--- config.mk ---
export PLATFORM = sky130hd
export DESIGN_NAME = subtractor_4bit_serial
export DESIGN_NICKNAME = d
export VERILOG_FILES = /design/src/rtl/sub_serial_pkg.sv /design/src/rtl/full_subtractor_1bit.sv /design/src/rtl/subtractor_4bit_serial.sv
export SDC_FILE = /design/constraint.sdc
export NUM_CORES = 1
export LEC_CHECK = 0
export BUFFER_PORTS_ARGS = -buffer_cell sky130_fd_sc_hd__buf_4
export CORE_ASPECT_RATIO = 1.1
export CORE_MARGIN = 8
export CORE_UTILIZATION = 56
export DETAILED_ROUTE_END_ITERATION = 16
export PLACE_DENSITY_LB_ADDON = 0.3
export SLEW_MARGIN = 20
export SYNTH_ARGS = -nofsm -noshare
export SYNTH_HDL_FRONTEND = slang
export SYNTH_SLANG_ARGS = --single-unit
--- constraint.sdc ---
create_clock -name clk -period 2.9 [get_ports clk]
set_input_delay 0.29 -clock clk [delete_from_list [all_inputs] [get_ports clk]]
set_output_delay 0.29 -clock clk [all_outputs]
set_load 0.01 [all_outputs]
--- src/rtl/sub_serial_pkg.sv ---
// Shared types for the bit-serial subtractor: FSM state encoding and counter sizing.
// Optional signed-overflow flag is enabled by defining SUB_OVERFLOW_EN.
package sub_serial_pkg;

    typedef enum logic [1:0] {
        IDLE  = 2'd0,
        SHIFT = 2'd1,
        DONE  = 2'd2
    } state_t;

    localparam int WIDTH_DEF = 4;
    localparam int CNT_W     = $clog2(WIDTH_DEF);

    function automatic int cnt_bits(input int w);
        return (w <= 2) ? 1 : $clog2(w);
    endfunction

endpackage

--- src/rtl/full_subtractor_1bit.sv ---
// One-bit full-subtractor cell: diff = x - y - br, bo = borrow out.
// Shared by the serial datapath and reusable as a cell-library unit.
module full_subtractor_1bit (
    input  logic x,
    input  logic y,
    input  logic br,
    output logic diff,
    output logic bo
);

    assign diff = x ^ y ^ br;
    assign bo   = (~x & y) | (~(x ^ y) & br);

endmodule

--- src/rtl/subtractor_4bit_serial.sv ---
// Bit-serial subtractor {bout,d} = a - b - bin, LSB first through one cell.
// Define SUB_OVERFLOW_EN to add the registered signed-overflow output ovf.
module subtractor_4bit_serial
    import sub_serial_pkg::*;
#(
    parameter int WIDTH = 4
) (
    input  logic             clk,
    input  logic             rst,
    input  logic             in_valid,
    output logic             in_ready,
    input  logic [WIDTH-1:0] a,
    input  logic [WIDTH-1:0] b,
    input  logic             bin,
    output logic             out_valid,
    input  logic             out_ready,
    output logic [WIDTH-1:0] d,
`ifdef SUB_OVERFLOW_EN
    output logic             ovf,
`endif
    output logic             bout
);

    localparam int CW = cnt_bits(WIDTH);
    localparam logic [CW-1:0] LAST = CW'(WIDTH - 1);

    state_t state;
    state_t state_nxt;

    logic [WIDTH-1:0] shift_a;
    logic [WIDTH-1:0] shift_b;
    logic [WIDTH-2:0] dsr;
    logic [WIDTH-1:0] d_next;
    logic             borrow;
    logic [CW-1:0]    count;
    logic             cell_diff;
    logic             cell_bo;
    logic             last;
    logic             accept;
`ifdef SUB_OVERFLOW_EN
    logic             a_msb;
    logic             b_msb;
`endif

    full_subtractor_1bit u_cell (
        .x    (shift_a[0]),
        .y    (shift_b[0]),
        .br   (borrow),
        .diff (cell_diff),
        .bo   (cell_bo)
    );

    assign last   = (count == LAST);
    assign accept = in_valid && in_ready;
    // Partial difference grows from the MSB side; full word on the last shift.
    assign d_next = {cell_diff, dsr};

    always_comb begin
        state_nxt = state;
        in_ready  = 1'b0;
        out_valid = 1'b0;
        unique case (state)
            IDLE: begin
                in_ready = 1'b1;
                if (in_valid) state_nxt = SHIFT;
            end
            SHIFT: begin
                if (last) state_nxt = DONE;
            end
            DONE: begin
                out_valid = 1'b1;
                if (out_ready) state_nxt = IDLE;
            end
            default: state_nxt = IDLE;
        endcase
    end

    always_ff @(posedge clk) begin
        if (rst) state <= IDLE;
        else     state <= state_nxt;
    end

    always_ff @(posedge clk) begin
        if (rst) begin
            shift_a <= '0;
            shift_b <= '0;
            dsr     <= '0;
            borrow  <= 1'b0;
            count   <= '0;
            d       <= '0;
            bout    <= 1'b0;
`ifdef SUB_OVERFLOW_EN
            a_msb   <= 1'b0;
            b_msb   <= 1'b0;
            ovf     <= 1'b0;
`endif
        end else if (accept) begin
            shift_a <= a;
            shift_b <= b;
            borrow  <= bin;
            count   <= '0;
`ifdef SUB_OVERFLOW_EN
            a_msb   <= a[WIDTH-1];
            b_msb   <= b[WIDTH-1];
`endif
        end else if (state == SHIFT) begin
            shift_a <= {1'b0, shift_a[WIDTH-1:1]};
            shift_b <= {1'b0, shift_b[WIDTH-1:1]};
            dsr     <= d_next[WIDTH-1:1];
            borrow  <= cell_bo;
            count   <= count + CW'(1);
            if (last) begin
                d    <= d_next;
                bout <= cell_bo;
`ifdef SUB_OVERFLOW_EN
                ovf  <= (a_msb != b_msb) && (cell_diff != a_msb);
`endif
            end
        end
    end

endmodule

==> summary.txt <==
Detailed routing
  – DRC errors left: 0
  – Iter 0 DRT Violations: 13
  – Vias: 779
  – Initial DRT Pass Iterations: 4
  – Antenna-violating nets left: 0
  – Vias per cell: 5.52
  – Routed length per instance: 13.3 um
  – Detailed Route WL: 1880 um

Power and ir drop
  – Switching share of power: 26.4%
  – Sequential power share: 58.9%
  – Clock power frac: 26.2%
  – P_int: 0.396 mW
  – Net switching power: 0.142 mW
  – PwrDens: 503 nW/um^2
  – Leakage: 0.419 nW
  – Tot Pwr: 0.538 mW
  – Max VDD drop: 292 uV
  – Combinational fraction of design power: 14.9%

Floorplanning
  – Starting density of the core: 60.2%
  – # IOs: 20
  – Die Wd: 55.3 um
  – Die ar.: 3270 sq um
  – Core box area: 1580 sq um
  – FP Rows: 15
  – Die Ht: 59.2 um

Setup path
  – Largest delay share family, worst path: flip-flops
  – WP data arrival: 1900 ps
  – Startpoint Class: flip-flop
  – Crit-path max cell delay: 620 ps
  – Critical Path Sink Type: flip-flop
  – Critical path type: reg -> reg
  – Worst-path fanout max: 15
  – Critical Path Slowest Stage Cell: dfxtp_1
  – Required time worst endpoint: 3110 ps
  – CP cell instances: and2b_1, a21oi_1, a311oi_1
  – Buf/Inv on CP: 0

Synth
  – Area share of the leading cell type in the synthesized netlist: 44.3%
  – Synth cell types: 26
  – Synth area leader: dfxtp_1
  – Top_reg_cell synth: dfxtp_1
  – Area contributors post-synth: dfxtp_1, a21oi_1, nand2_1, buf_6, or3b_1
  – Post-synthesis sequential area ratio: 44.3%
  – Most frequent cell after synthesis: dfxtp_1
  – Post-synth EDFFs: 0
  – Asr flop ratio synth: 0%
  – Mapped cell area: 950 sq um
  – Synthesized area per cell: 8.63 sq um
  – Synth warnings: 0
  – Synth Register Bits: 21
  – Post-Synthesis Cells: 110
  – Post-synth top cells: dfxtp_1, a21oi_1, nand2_1, nor2_1, nand3_1
  – Mapped Nets: 125

Timing
  – Final setup violation count: 0
  – Slew of the pin with the lowest slew margin: 497 ps
  – Slew HR: 66.9%
  – Final hold violation count: 0
  – Final Max Tran Viols: 0
  – Min Tclk post-route: 1680 ps
  – RSZ-0062 raised after global routing: no
  – Final worst-path cycle share: 58.1%
  – Clock Skews: 3.25 ps
  – Final setup margin: 1220 ps
  – FMAX: 0.594 GHz
  – Fin Setup TNS: 0 ps

Final layout
  – Nets@finish: 140
  – Synth-to-Final Area Change: 12.8%
  – Layout Cells excl Fill: 141
  – Fill cells: 141
  – Fraction of layout cells with a size suffix above 1: 20.2%
  – Number of diodes: 0
  – Design Area, Final: 1070 sq um

Clock tree
  – Root buffer cell: clkbuf_4
  – Clock Latency Late Sink: 310 ps
  – Hold-fix buffers at CTS: 0
  – CTS tree: built
  – Post-CTS setup buffer count: 0
  – Max clock buf depth: 2
  – Cts bufs inserted: 3
  – CTS H-Tree Depth: 1
  – Clock-pin slew on the worst setup and hold paths: 110 ps
  – Sink Count: 21
  – PostCTS Resize Cnt: 0

Placement
  – Global placement routability congestion: 0.748
  – PortBufs: 19
  – DPL Wire Length: 1350 um
  – Placed cell count: 137
  – Placed Area: 1040 sq um
  – Pre-CTS setup slack: 1270 ps

GRT
  – First-pass GRT wire length: 3350 um
  – Largest net degree at the start of global routing: 22
  – M1 GR Usage: 14.7%
  – Overflow left after global routing: 0
  – Tot GR Track Use: 12.3%
  – GR Util met2: 19.9%
  – Met3 Track Usage GR: 3.86%
  – Antenna violations before repair: 0
  – GRT busiest layer: met2
  – Vias in the first global route: 767

Worst hold path
  – Worst hold path type: in -> reg

Run status
  – Status: finished clean

Job
  – Max cap viols: 0
-- power groups by stage --
stage	sequential, mW	clock [mW]	combinational, mW
6_report	0.317	0.141	0.0802
5_1_grt	0.319	0.156	0.0911
2_1_floorplan	0.318	0	0.0667
4_1_cts	0.317	0.143	0.0808
3_3_place_gp	0.322	0	0.0777
3_5_place_dp	0.323	0	0.0799
-- stage by stage --
stage | hold slack, ps | util [%]
finish | 216 | 67.9
global route | 204 | 67.9
CTS | 213 | 67.9
detailed placement | 448 | 66.3
global placement | 443 | 66.3
floorplan | 362 | -
-- path summary, 6_finish.rpt --
| path | startpoint | end | slack [ps] | cells after the start |
|---|---|---|---|---|
| worst max-delay path | state[0]$_SDFFE_PP0P_ | bout$_SDFFE_PP0P_ | 1220 | 3 |
| worst min-delay path | b[3] | shift_b[3]$_SDFFE_PP0P_ | 220 | 3 |
| worst max register to register | state[0]$_SDFFE_PP0P_ | bout$_SDFFE_PP0P_ | 1220 | 3 |
| worst min register to register | d[2]$_SDFFE_PP0P_ | d[2]$_SDFFE_PP0P_ | 460 | 2 |
-- flip-flops by register name, indices dropped and copies added (netlist names) --
| signal | count |
|---|---|
| d | 4 |
| shift_a | 4 |
| shift_b | 4 |
| dsr | 3 |
| count | 2 |
| state | 2 |
| borrow | 1 |
| bout | 1 |
-- worst register-to-register path, delay by kind of cell, from the launching register on --
kind | cells | cell delay [ps]
flip-flops | 1 | 620
AND/OR/NAND/NOR | 1 | 520
AO/OA/AOI/OAI | 2 | 450
-- cell families after synthesis --
group	Yosys count	synth area share, %
adders and majority gates	2	3.43
xor gates and xnor gates	1	0.922
AOI/OAI and AO/OA	25	15.4
muxes	1	1.05
DFF	21	44.3
buffers and inverters	11	8.04
and+or+nand+nor	49	26.9
-- area by class of cell --
cell class                 instances  area (sq um)  area share, %
sequential                        21           420           39.3
tap                               17          21.3           1.99
multi-input combinational         78           453           42.3
timing repair buffer              19           143           13.3
clock buffer                       4          26.3           2.45
inverter                           2          7.51          0.701
-- layout by cell type, fill, tap and decap left out, drive strengths merged --
| cell type | instances |
|---|---|
| dfxtp | 21 |
| buf | 19 |
| a21oi | 18 |
| nand2 | 17 |
| nor2 | 9 |
| nand3 | 6 |
| nor3 | 5 |
| nand2b | 4 |
| or3b | 4 |
| a211oi | 4 |
| clkbuf | 4 |
| inv | 2 |
| nor2b | 1 |
| o21a | 1 |
| and2b | 1 |
| nor3b | 1 |
| o21ba | 1 |
| mux2i | 1 |
| nand3b | 1 |
| a311oi | 1 |
| xnor2 | 1 |
| fa | 1 |
| ha | 1 |
-- metal layers --
metal	share of wire, %	up-vias	wire length, um
li1	-	398	-
met3	6.0	2	112
met2	45	27	845
met5	0	-	0
met4	1.3	0	25
met1	48	352	898
Note: power is estimated with default switching activity, not from simulation.
